--- config.mk ---
export PLATFORM = sky130hd
export DESIGN_NAME = snake_uart_tx_flat
export DESIGN_NICKNAME = d
export VERILOG_FILES = /design/src/rtl/snake_uart_tx_if.sv /design/src/rtl/snake_uart_tx.sv /design/src/flat_wrapper.sv
export SDC_FILE = /design/constraint.sdc
export NUM_CORES = 1
export LEC_CHECK = 0
export ABC_AREA = 1
export CAP_MARGIN = 40
export CORE_UTILIZATION = 25
export CTS_BUF_LIST = sky130_fd_sc_hd__clkbuf_8
export DETAILED_ROUTE_END_ITERATION = 12
export PLACE_DENSITY = 0.38
export SLEW_MARGIN = 0
export SYNTH_ARGS = -nofsm -noshare
export SYNTH_HDL_FRONTEND = slang
export SYNTH_SLANG_ARGS = --single-unit
--- constraint.sdc ---
create_clock -name clk -period 2.65 [get_ports clk]
set_input_delay 0.265 -clock clk [delete_from_list [all_inputs] [get_ports clk]]
set_output_delay 0.265 -clock clk [all_outputs]
set_load 0.03 [all_outputs]
--- src/rtl/snake_uart_tx_if.sv ---
// Byte-write handshake and status flags between game logic and the snake UART transmitter.
// Game logic drives the master side and the transmitter implements the slave side.
interface snake_uart_tx_if;
    logic [7:0] dataTX;
    logic       WR_TX;
    logic       full;
    logic       empty;
    logic       busy;
    logic       overflow;

    modport master (
        output dataTX,
        output WR_TX,
        input  full,
        input  empty,
        input  busy,
        input  overflow
    );

    modport slave (
        input  dataTX,
        input  WR_TX,
        output full,
        output empty,
        output busy,
        output overflow
    );
endinterface

--- src/rtl/snake_uart_tx.sv ---
// 8N1 UART transmitter with a small byte FIFO for the snake game's link to the host.
// The serial line and all status flags come straight from flops.
module snake_uart_tx #(
    parameter int BAUD_DIV   = 217,
    parameter int FIFO_DEPTH = 4
) (
    input  logic          clk,
    input  logic          rst,
    snake_uart_tx_if.slave bus,
    output logic          tx
);

    localparam int PTR_W = $clog2(FIFO_DEPTH);
    localparam int CNT_W = PTR_W + 1;

    localparam logic [1:0] ST_IDLE  = 2'd0;
    localparam logic [1:0] ST_START = 2'd1;
    localparam logic [1:0] ST_DATA  = 2'd2;
    localparam logic [1:0] ST_STOP  = 2'd3;

    localparam logic [15:0]      BAUD_LAST = 16'(BAUD_DIV - 1);
    localparam logic [CNT_W-1:0] CNT_FULL  = CNT_W'(FIFO_DEPTH);

    logic [7:0]       mem_r [FIFO_DEPTH];
    logic [PTR_W-1:0] wr_ptr_r;
    logic [PTR_W-1:0] rd_ptr_r;
    logic [CNT_W-1:0] cnt_r;
    logic [CNT_W-1:0] cnt_nxt_s;
    logic             full_r;
    logic             empty_r;
    logic             busy_r;
    logic             overflow_r;
    logic             tx_r;

    logic [1:0]       state_r;
    logic [1:0]       state_nxt_s;
    logic [7:0]       shift_r;
    logic [7:0]       shift_nxt_s;
    logic [15:0]      baud_r;
    logic [15:0]      baud_nxt_s;
    logic [2:0]       idx_r;
    logic [2:0]       idx_nxt_s;

    logic             push_s;
    logic             drop_s;
    logic             pop_s;
    logic             bit_end_s;
    logic             line_s;

    // Write acceptance uses the registered full flag, so a pop on the same edge cannot rescue a write.
    always_comb begin
        push_s    = bus.WR_TX & ~full_r;
        drop_s    = bus.WR_TX & full_r;
        bit_end_s = (baud_r == BAUD_LAST);
    end

    // Frame sequencer: next state, shift register, baud and bit counters, pop request and line level.
    always_comb begin
        state_nxt_s = state_r;
        shift_nxt_s = shift_r;
        baud_nxt_s  = baud_r;
        idx_nxt_s   = idx_r;
        pop_s       = 1'b0;
        line_s      = 1'b1;
        case (state_r)
            ST_IDLE: begin
                line_s = 1'b1;
                if (!empty_r) begin
                    pop_s       = 1'b1;
                    shift_nxt_s = mem_r[rd_ptr_r];
                    baud_nxt_s  = 16'd0;
                    idx_nxt_s   = 3'd0;
                    state_nxt_s = ST_START;
                end else begin
                    state_nxt_s = ST_IDLE;
                end
            end
            ST_START: begin
                line_s = 1'b0;
                if (bit_end_s) begin
                    baud_nxt_s  = 16'd0;
                    state_nxt_s = ST_DATA;
                end else begin
                    baud_nxt_s  = baud_r + 16'd1;
                end
            end
            ST_DATA: begin
                line_s = shift_r[0];
                if (bit_end_s) begin
                    baud_nxt_s  = 16'd0;
                    shift_nxt_s = {1'b0, shift_r[7:1]};
                    if (idx_r == 3'd7) begin
                        state_nxt_s = ST_STOP;
                    end else begin
                        idx_nxt_s   = idx_r + 3'd1;
                    end
                end else begin
                    baud_nxt_s  = baud_r + 16'd1;
                end
            end
            ST_STOP: begin
                line_s = 1'b1;
                if (bit_end_s) begin
                    baud_nxt_s = 16'd0;
                    // Chain straight into the next start bit when a byte is already waiting.
                    if (!empty_r) begin
                        pop_s       = 1'b1;
                        shift_nxt_s = mem_r[rd_ptr_r];
                        idx_nxt_s   = 3'd0;
                        state_nxt_s = ST_START;
                    end else begin
                        state_nxt_s = ST_IDLE;
                    end
                end else begin
                    baud_nxt_s = baud_r + 16'd1;
                end
            end
            default: begin
                line_s      = 1'b1;
                state_nxt_s = ST_IDLE;
            end
        endcase
    end

    // FIFO occupancy after this edge's push and pop.
    always_comb begin
        case ({push_s, pop_s})
            2'b10:   cnt_nxt_s = cnt_r + CNT_W'(1);
            2'b01:   cnt_nxt_s = cnt_r - CNT_W'(1);
            default: cnt_nxt_s = cnt_r;
        endcase
    end

    // FIFO storage; contents are only ever changed by accepted writes.
    always_ff @(posedge clk) begin
        if (push_s) begin
            mem_r[wr_ptr_r] <= bus.dataTX;
        end
    end

    // FIFO pointers, count and registered status flags.
    always_ff @(posedge clk or posedge rst) begin
        if (rst) begin
            wr_ptr_r   <= '0;
            rd_ptr_r   <= '0;
            cnt_r      <= '0;
            full_r     <= 1'b0;
            empty_r    <= 1'b1;
            busy_r     <= 1'b0;
            overflow_r <= 1'b0;
        end else begin
            if (push_s) begin
                wr_ptr_r <= wr_ptr_r + PTR_W'(1);
            end
            if (pop_s) begin
                rd_ptr_r <= rd_ptr_r + PTR_W'(1);
            end
            cnt_r      <= cnt_nxt_s;
            full_r     <= (cnt_nxt_s == CNT_FULL);
            empty_r    <= (cnt_nxt_s == '0);
            busy_r     <= (state_r != ST_IDLE) || !empty_r;
            overflow_r <= drop_s;
        end
    end

    // Sequencer state and the line flop; reset drives the line idle-high without waiting for a clock.
    always_ff @(posedge clk or posedge rst) begin
        if (rst) begin
            state_r <= ST_IDLE;
            shift_r <= 8'h00;
            baud_r  <= 16'd0;
            idx_r   <= 3'd0;
            tx_r    <= 1'b1;
        end else begin
            state_r <= state_nxt_s;
            shift_r <= shift_nxt_s;
            baud_r  <= baud_nxt_s;
            idx_r   <= idx_nxt_s;
            tx_r    <= line_s;
        end
    end

    assign tx           = tx_r;
    assign bus.full     = full_r;
    assign bus.empty    = empty_r;
    assign bus.busy     = busy_r;
    assign bus.overflow = overflow_r;

endmodule
--- src/flat_wrapper.sv ---
// flat-port wrapper written by rule: the top's interface ports become plain ports
module snake_uart_tx_flat 
#(
    parameter int BAUD_DIV   = 217,
    parameter int FIFO_DEPTH = 4
)
  (clk, rst, tx, bus_dataTX, bus_WR_TX, bus_full, bus_empty, bus_busy, bus_overflow);
  snake_uart_tx_if bus_i ();
  input  logic clk;
  input  logic rst;
  output logic tx;
  input wire logic [$bits(bus_i.dataTX)-1:0] bus_dataTX;
  input wire logic [$bits(bus_i.WR_TX)-1:0] bus_WR_TX;
  output wire logic [$bits(bus_i.full)-1:0] bus_full;
  output wire logic [$bits(bus_i.empty)-1:0] bus_empty;
  output wire logic [$bits(bus_i.busy)-1:0] bus_busy;
  output wire logic [$bits(bus_i.overflow)-1:0] bus_overflow;
  assign bus_i.dataTX = bus_dataTX;
  assign bus_i.WR_TX = bus_WR_TX;
  assign bus_full = bus_i.full;
  assign bus_empty = bus_i.empty;
  assign bus_busy = bus_i.busy;
  assign bus_overflow = bus_i.overflow;
  snake_uart_tx #(.BAUD_DIV(BAUD_DIV), .FIFO_DEPTH(FIFO_DEPTH)) u_core (.clk(clk), .rst(rst), .bus(bus_i), .tx(tx));
endmodule
# Word-level counts from Yosys, hierarchy flattened
# Memory sizes are Yosys's and may differ from the RTL's.
# Index checks and enable logic that the tools add are counted.
[totals] register_bits=41 mem_bits_rw=32 in_bits=11 output_inout_bits=5 elab_cells=72 memories=1
[classes] add_sub_neg=6 eq_ne=14 mux=25 n_bitwise=3 n_reduce_logical=11
[mem_list] name="u_core.mem_r" depth=4 word_bits=8 read_ports=1 rd_clocked_by_memory_dff=0 write_ports=1 line="snake_uart_tx.sv:24" text="logic [7:0] mem_r [FIFO_DEPTH];"
[op_table] cell="2-to-1 mux 16 bit" n=2
[op_table] cell="one-hot mux 16 bit (2 select lines)" n=1
[op_table] cell="2-to-1 mux 8 bit" n=3
[op_table] cell="one-hot mux 8 bit (3 select lines)" n=1
[op_table] cell="adder 16 x 1 -> 16 bit (second input constant)" n=1
[op_table] cell="equality test 16 x 8 -> 1 bit (second input constant)" n=1
[op_table] cell="2-to-1 mux 3 bit" n=4
[op_table] cell="one-hot mux 3 bit (3 select lines)" n=1
[op_table] cell="2-to-1 mux 2 bit" n=4
[op_table] cell="!= test 2 x 1 -> 1 bit (second input constant)" n=4
[op_table] cell="one-hot mux 2 bit (4 select lines)" n=1
[op_table] cell="AND reduction 4 bit" n=2
[op_table] cell="adder 3 x 1 -> 3 bit (second input constant)" n=2
[op_table] cell="equality test 2 bit (second input constant)" n=3
[op_table] cell="equality test 3 bit (second input constant)" n=2
[op_table] cell="one-hot mux 3 bit (2 select lines)" n=1
[op_table] cell="2-to-1 mux 1 bit" n=5
[op_table] cell="adder 2 x 1 -> 2 bit (second input constant)" n=2
[op_table] cell="equality test 2 x 1 -> 1 bit (second input constant)" n=2
[op_table] cell="!= test 2 bit (second input constant)" n=2
[op_table] cell="zero test 3 bit" n=1
[op_table] cell="one-hot mux 1 bit (3 select lines)" n=1
[op_table] cell="AND reduction 3 bit" n=1
[op_table] cell="nonzero test 3 bit" n=1
[op_table] cell="other kinds (10)" n=11

# Longest topological paths before layout
[depth] depth_word=6 ltp_mapped=15 depth_no_buf=15

# Least setup slack after synthesis
# No wires, ideal clock.
[synth_timing] kind="register -> register" start="register u_core.state_r[0]" end="register u_core.full_r (netlist: u_core.bus.full)" arrival_time_ns=2.439 required_ns=2.579 slack_ns=0.139 stages_incl_launch_ff=13 path_cell_list="dfrtp_1 inv_1 ha_1 nor2_1 inv_1 a21oi_1 nand2_2 inv_1 ha_1 fa_1 mux2_2 or2_2 nor2_1"
[synth_via] elab_chain_len=5 elab_cells_between_ends=7 classes_between="4 x eq/ne; 2 x mux; 1 x reduce/logical"
[synth_rtl] item="start: declaration" line="snake_uart_tx.sv:35" text="logic [1:0] state_r;"
[synth_rtl] item="start signal: assignment" line="snake_uart_tx.sv:175" text="state_r <= state_nxt_s;"
[synth_rtl] item="equality test 2 bit / zero test 2 bit (equally long branches)" line="snake_uart_tx.sv:65" text="case (state_r)"
[synth_rtl] item="one-hot mux 1 bit (2 select lines) (*)" line="snake_uart_tx.sv:65"
[synth_rtl] item="equality test 2 x 1 -> 1 bit / equality test 2 bit (equally long branches)" line="snake_uart_tx.sv:127" text="case ({push_s, pop_s})"
[synth_rtl] item="one-hot mux 3 bit (2 select lines) (*)" line="snake_uart_tx.sv:127"
[synth_rtl] item="via u_core.cnt_nxt_s[1]" line="snake_uart_tx.sv:28" text="logic [CNT_W-1:0] cnt_nxt_s;"
[synth_rtl] item="equality test 3 bit (*)" line="snake_uart_tx.sv:159" text="full_r <= (cnt_nxt_s == CNT_FULL);"
[synth_rtl] item="end signal: assignment" line="snake_uart_tx.sv:159"
[synth_rtl] item="end: declaration" line="snake_uart_tx.sv:29" text="logic full_r;"
# Mark *: on every way through the listed nets, which the timed path passes. The rest lies on a longest branch.
# A chain may end at the register's enable or synchronous reset.

# Final worst setup path
# Same ends and word-level chain as after synthesis.

==> metrics.csv <==
metric,value,unit
Critical Path AT,2.76,ns
outcome,"finished, final reports clean",
worst slack at placement,0.0467,ns
worst setup slack after layout,0.184,ns
number of routed nets with antenna violations,0,
routability-driven placement congestion ratio,0.801,
wire length per cell,12.9,um
routed vias,2644,
top-level I/O count,16,
Syn Nets,419,
die extent in x,122,um
Worst Tran Pin Value,0.567,ns
largest net degree at the start of global routing,42,
clk buf depth,2,
RSZ-0062 raised after global routing,false,
Clock Skew,0.00688,ns
Die Ht,122,um
Clock Latency Late Sink,0.36,ns
TritonCTS Sinks,73,
M1 wire length,3.96,mm
Reg-to-Reg Start,u_core.state_r[0],
met3 wire length,221,um
count of final setup violators,0,
Unique masters post-synth,32,
fin nets,453,
Post-synth EDFFs,32,
CP Max Fanout,4,
dominant cell type by area after synthesis,dfrtp_1,
# DRC,0,
Worst Setup SP,u_core.state_r[0],
cell with the most instances after synthesis,nand2_1,
vias in the first global route,2670,
Met2 Routed Length,3.58,mm
core area,13900,um2
Crit-path slowest cell,fa_1,
final wirelength,7.90,mm
port buffer count,15,
first-pass GRT wire length,13.3,mm
Max-slew headroom,0.622,
CP most frequent cell,inv_1,
# diodes,0,
via/cell ratio,4.33,
Synth top cells by count,"118 x nand2_1, 51 x nand3_1, 39 x dfrtp_1, 37 x inv_1, 32 x edfxtp_1",
initial antenna violation count,0,
HP Class,in2async,
drt pass-1 iters,4,
Post-Place Cells,595,
Die ar.,14800,um2
"top cells by area, synth","dfrtp_1 27%, edfxtp_1 27%, nand2_1 12%",
number of H-tree levels,3,
# hold bufs at CTS,0,
Tmin final,2.47,ns
Crit Path Class,reg2reg,
CP cell instances,inv_1 -> ha_1 -> nor2_1 -> inv_1 -> a21oi_2 -> nand2_2 -> inv_1 -> ha_4 -> fa_1 -> mux2_2 -> or2_2 -> nor2_1,
Peak VDD IR,0.000240,V
area delta synth->final,19.4,%
Worst-path clk slew,0.08,ns
Mapped Area,3570,um2
YS warnings,0,
final number of hold-violating endpoints,0,
DP Wirelength,5.37,mm
Synth Instances,393,
uppermost routed layer,met4,
crit-path leading delay family,adder cells,
slowest cell delay on critical path,0.40,ns
Leak Pwr,1.88,nW
buffers and inverters on the worst path,3,
setup TNS,0,ns
Starting DRT DRC Count,146,
Std-Cell Rows,43,
fmax,406,MHz
top cell type's share of synthesized area,0.273,
gr usage total,0.122,
post-synthesis async set-or-reset flop share,0.562,
"non-filler cells, final",611,
"flops & latches, synth",73,
Max Slew Vio Count,0,
initial core utilization,0.257,
Worst setup EP type,flip-flop,
total CTS buffers,9,
CTS tree,yes,
CTS Root Cell,clkbuf_8,
crit share post-route,0.931,
Cell Pwr Density,639,nW/um2
layout cells sized above 1,0.130,
top_reg_cell synth,dfrtp_1,
sequential-to-total area share from yosys stat,0.557,
Worst Setup Start Kind,flip-flop,
Max Cap Violations,0,
critical path required time,2.94,ns
grt ovf,0,
Avg Inst Size Synth,9.09,um2
[timing repair]
item | CTS | global route
buffers inserted | 0 | 1
resized for setup | 0 | 4
setup endpoints to repair | 0 | 2
[power breakdown]
part	switching (mW)	internal, mW
combinational	0.219	0.149
clock	0.443	0.529
sequential	0.0541	1.33
total	0.715	2.01
[layout by cell type, fill, tap and decap left out, types with 2 or more instances in the layout]
master	count
buf_4	18
clkdlybuf4s50_1	15
o21ai_0	12
inv_1	35
bufinv_16	2
xor2_1	4
nor2_1	23
xnor2_1	3
clkbuf_8	9
clkinv_4	3
edfxtp_1	32
nand2_2	4
o21ai_1	2
nand2_4	2
dfrtp_1	39
nor3_1	4
a21oi_1	6
nand3_1	51
inv_2	6
dfstp_2	2
o22ai_1	4
ha_1	13
nor2_2	3
nand2_1	118
nand4_1	10
[registers in the layout (all words and copies together), names as in the netlist, 2 cells and up]
name,count
u_core.wr_ptr_r,2
u_core.idx_r,3
u_core.mem_r,32
u_core.shift_r,8
u_core.rd_ptr_r,2
u_core.cnt_r,3
u_core.state_r,2
u_core.baud_r,16
[kinds of logic (layout without fill, tap and decap cells)]
group | count (synthesis) | in the layout | share of synthesized area
flip-flops | 73 | 73 | 0.557
AO/OA/AOI/OAI | 28 | 28 | 0.0427
adder cells (fa/ha/maj) | 15 | 15 | 0.0547
buffers and inverters | 51 | 89 | 0.0575
AND/OR/NAND/NOR | 218 | 218 | 0.268
XOR/XNOR | 7 | 7 | 0.0172
multiplexers | 1 | 1 | 0.00315
[through the flow]
| step | hold slack (ns) | total power, mW | util | area [um2] |
|---|---|---|---|---|
| after global routing | 0.411 | 2.89 | 0.307 | 4260 |
| after CTS | 0.366 | 2.79 | 0.305 | 4240 |
| after detailed placement | 0.461 | 1.79 | 0.290 | 4020 |
| final | 0.357 | 2.73 | 0.307 | 4260 |
| after global placement | 0.459 | 1.78 | 0.290 | 4020 |
| after floorplan | 0.364 | 1.64 | - | 3570 |
[tightest hold or removal path, delay by kind of cell]
kind	cells	cell delay (ns)
buffers and inverters	3	0.92
[final timing paths]
kind                                       end  slack, ns  cells after the start
max                            u_core.bus.full       0.18                     12
min                          u_core.shift_r[3]       0.36                      3
max reg2reg                    u_core.bus.full       0.18                     12
min reg2reg                  u_core.shift_r[3]       0.48                      2
max in group asynchronous     u_core.bus.empty       1.89                      3
min in group clk           u_core.bus.overflow       0.47                      3
[area by class of cell]
cell class | count | area, um2
Tap cell | 180 | 225
Timing Repair Buffer | 33 | 285
Sequential cell | 73 | 1990
Multi-Input combinational cell | 269 | 1390
Inverter | 41 | 154
Clock inverter | 6 | 93.8
Fill cell | 1476 | 9620
Clock buffer | 9 | 124
[layer usage]
metal	GRT usage	vias up
met1	0.157	1246
met4	0.0579	0
met5	0	-
met3	0.0310	12
li1	-	1358
met2	0.191	28
No activity file was read; power rests on OpenSTA's default activity.
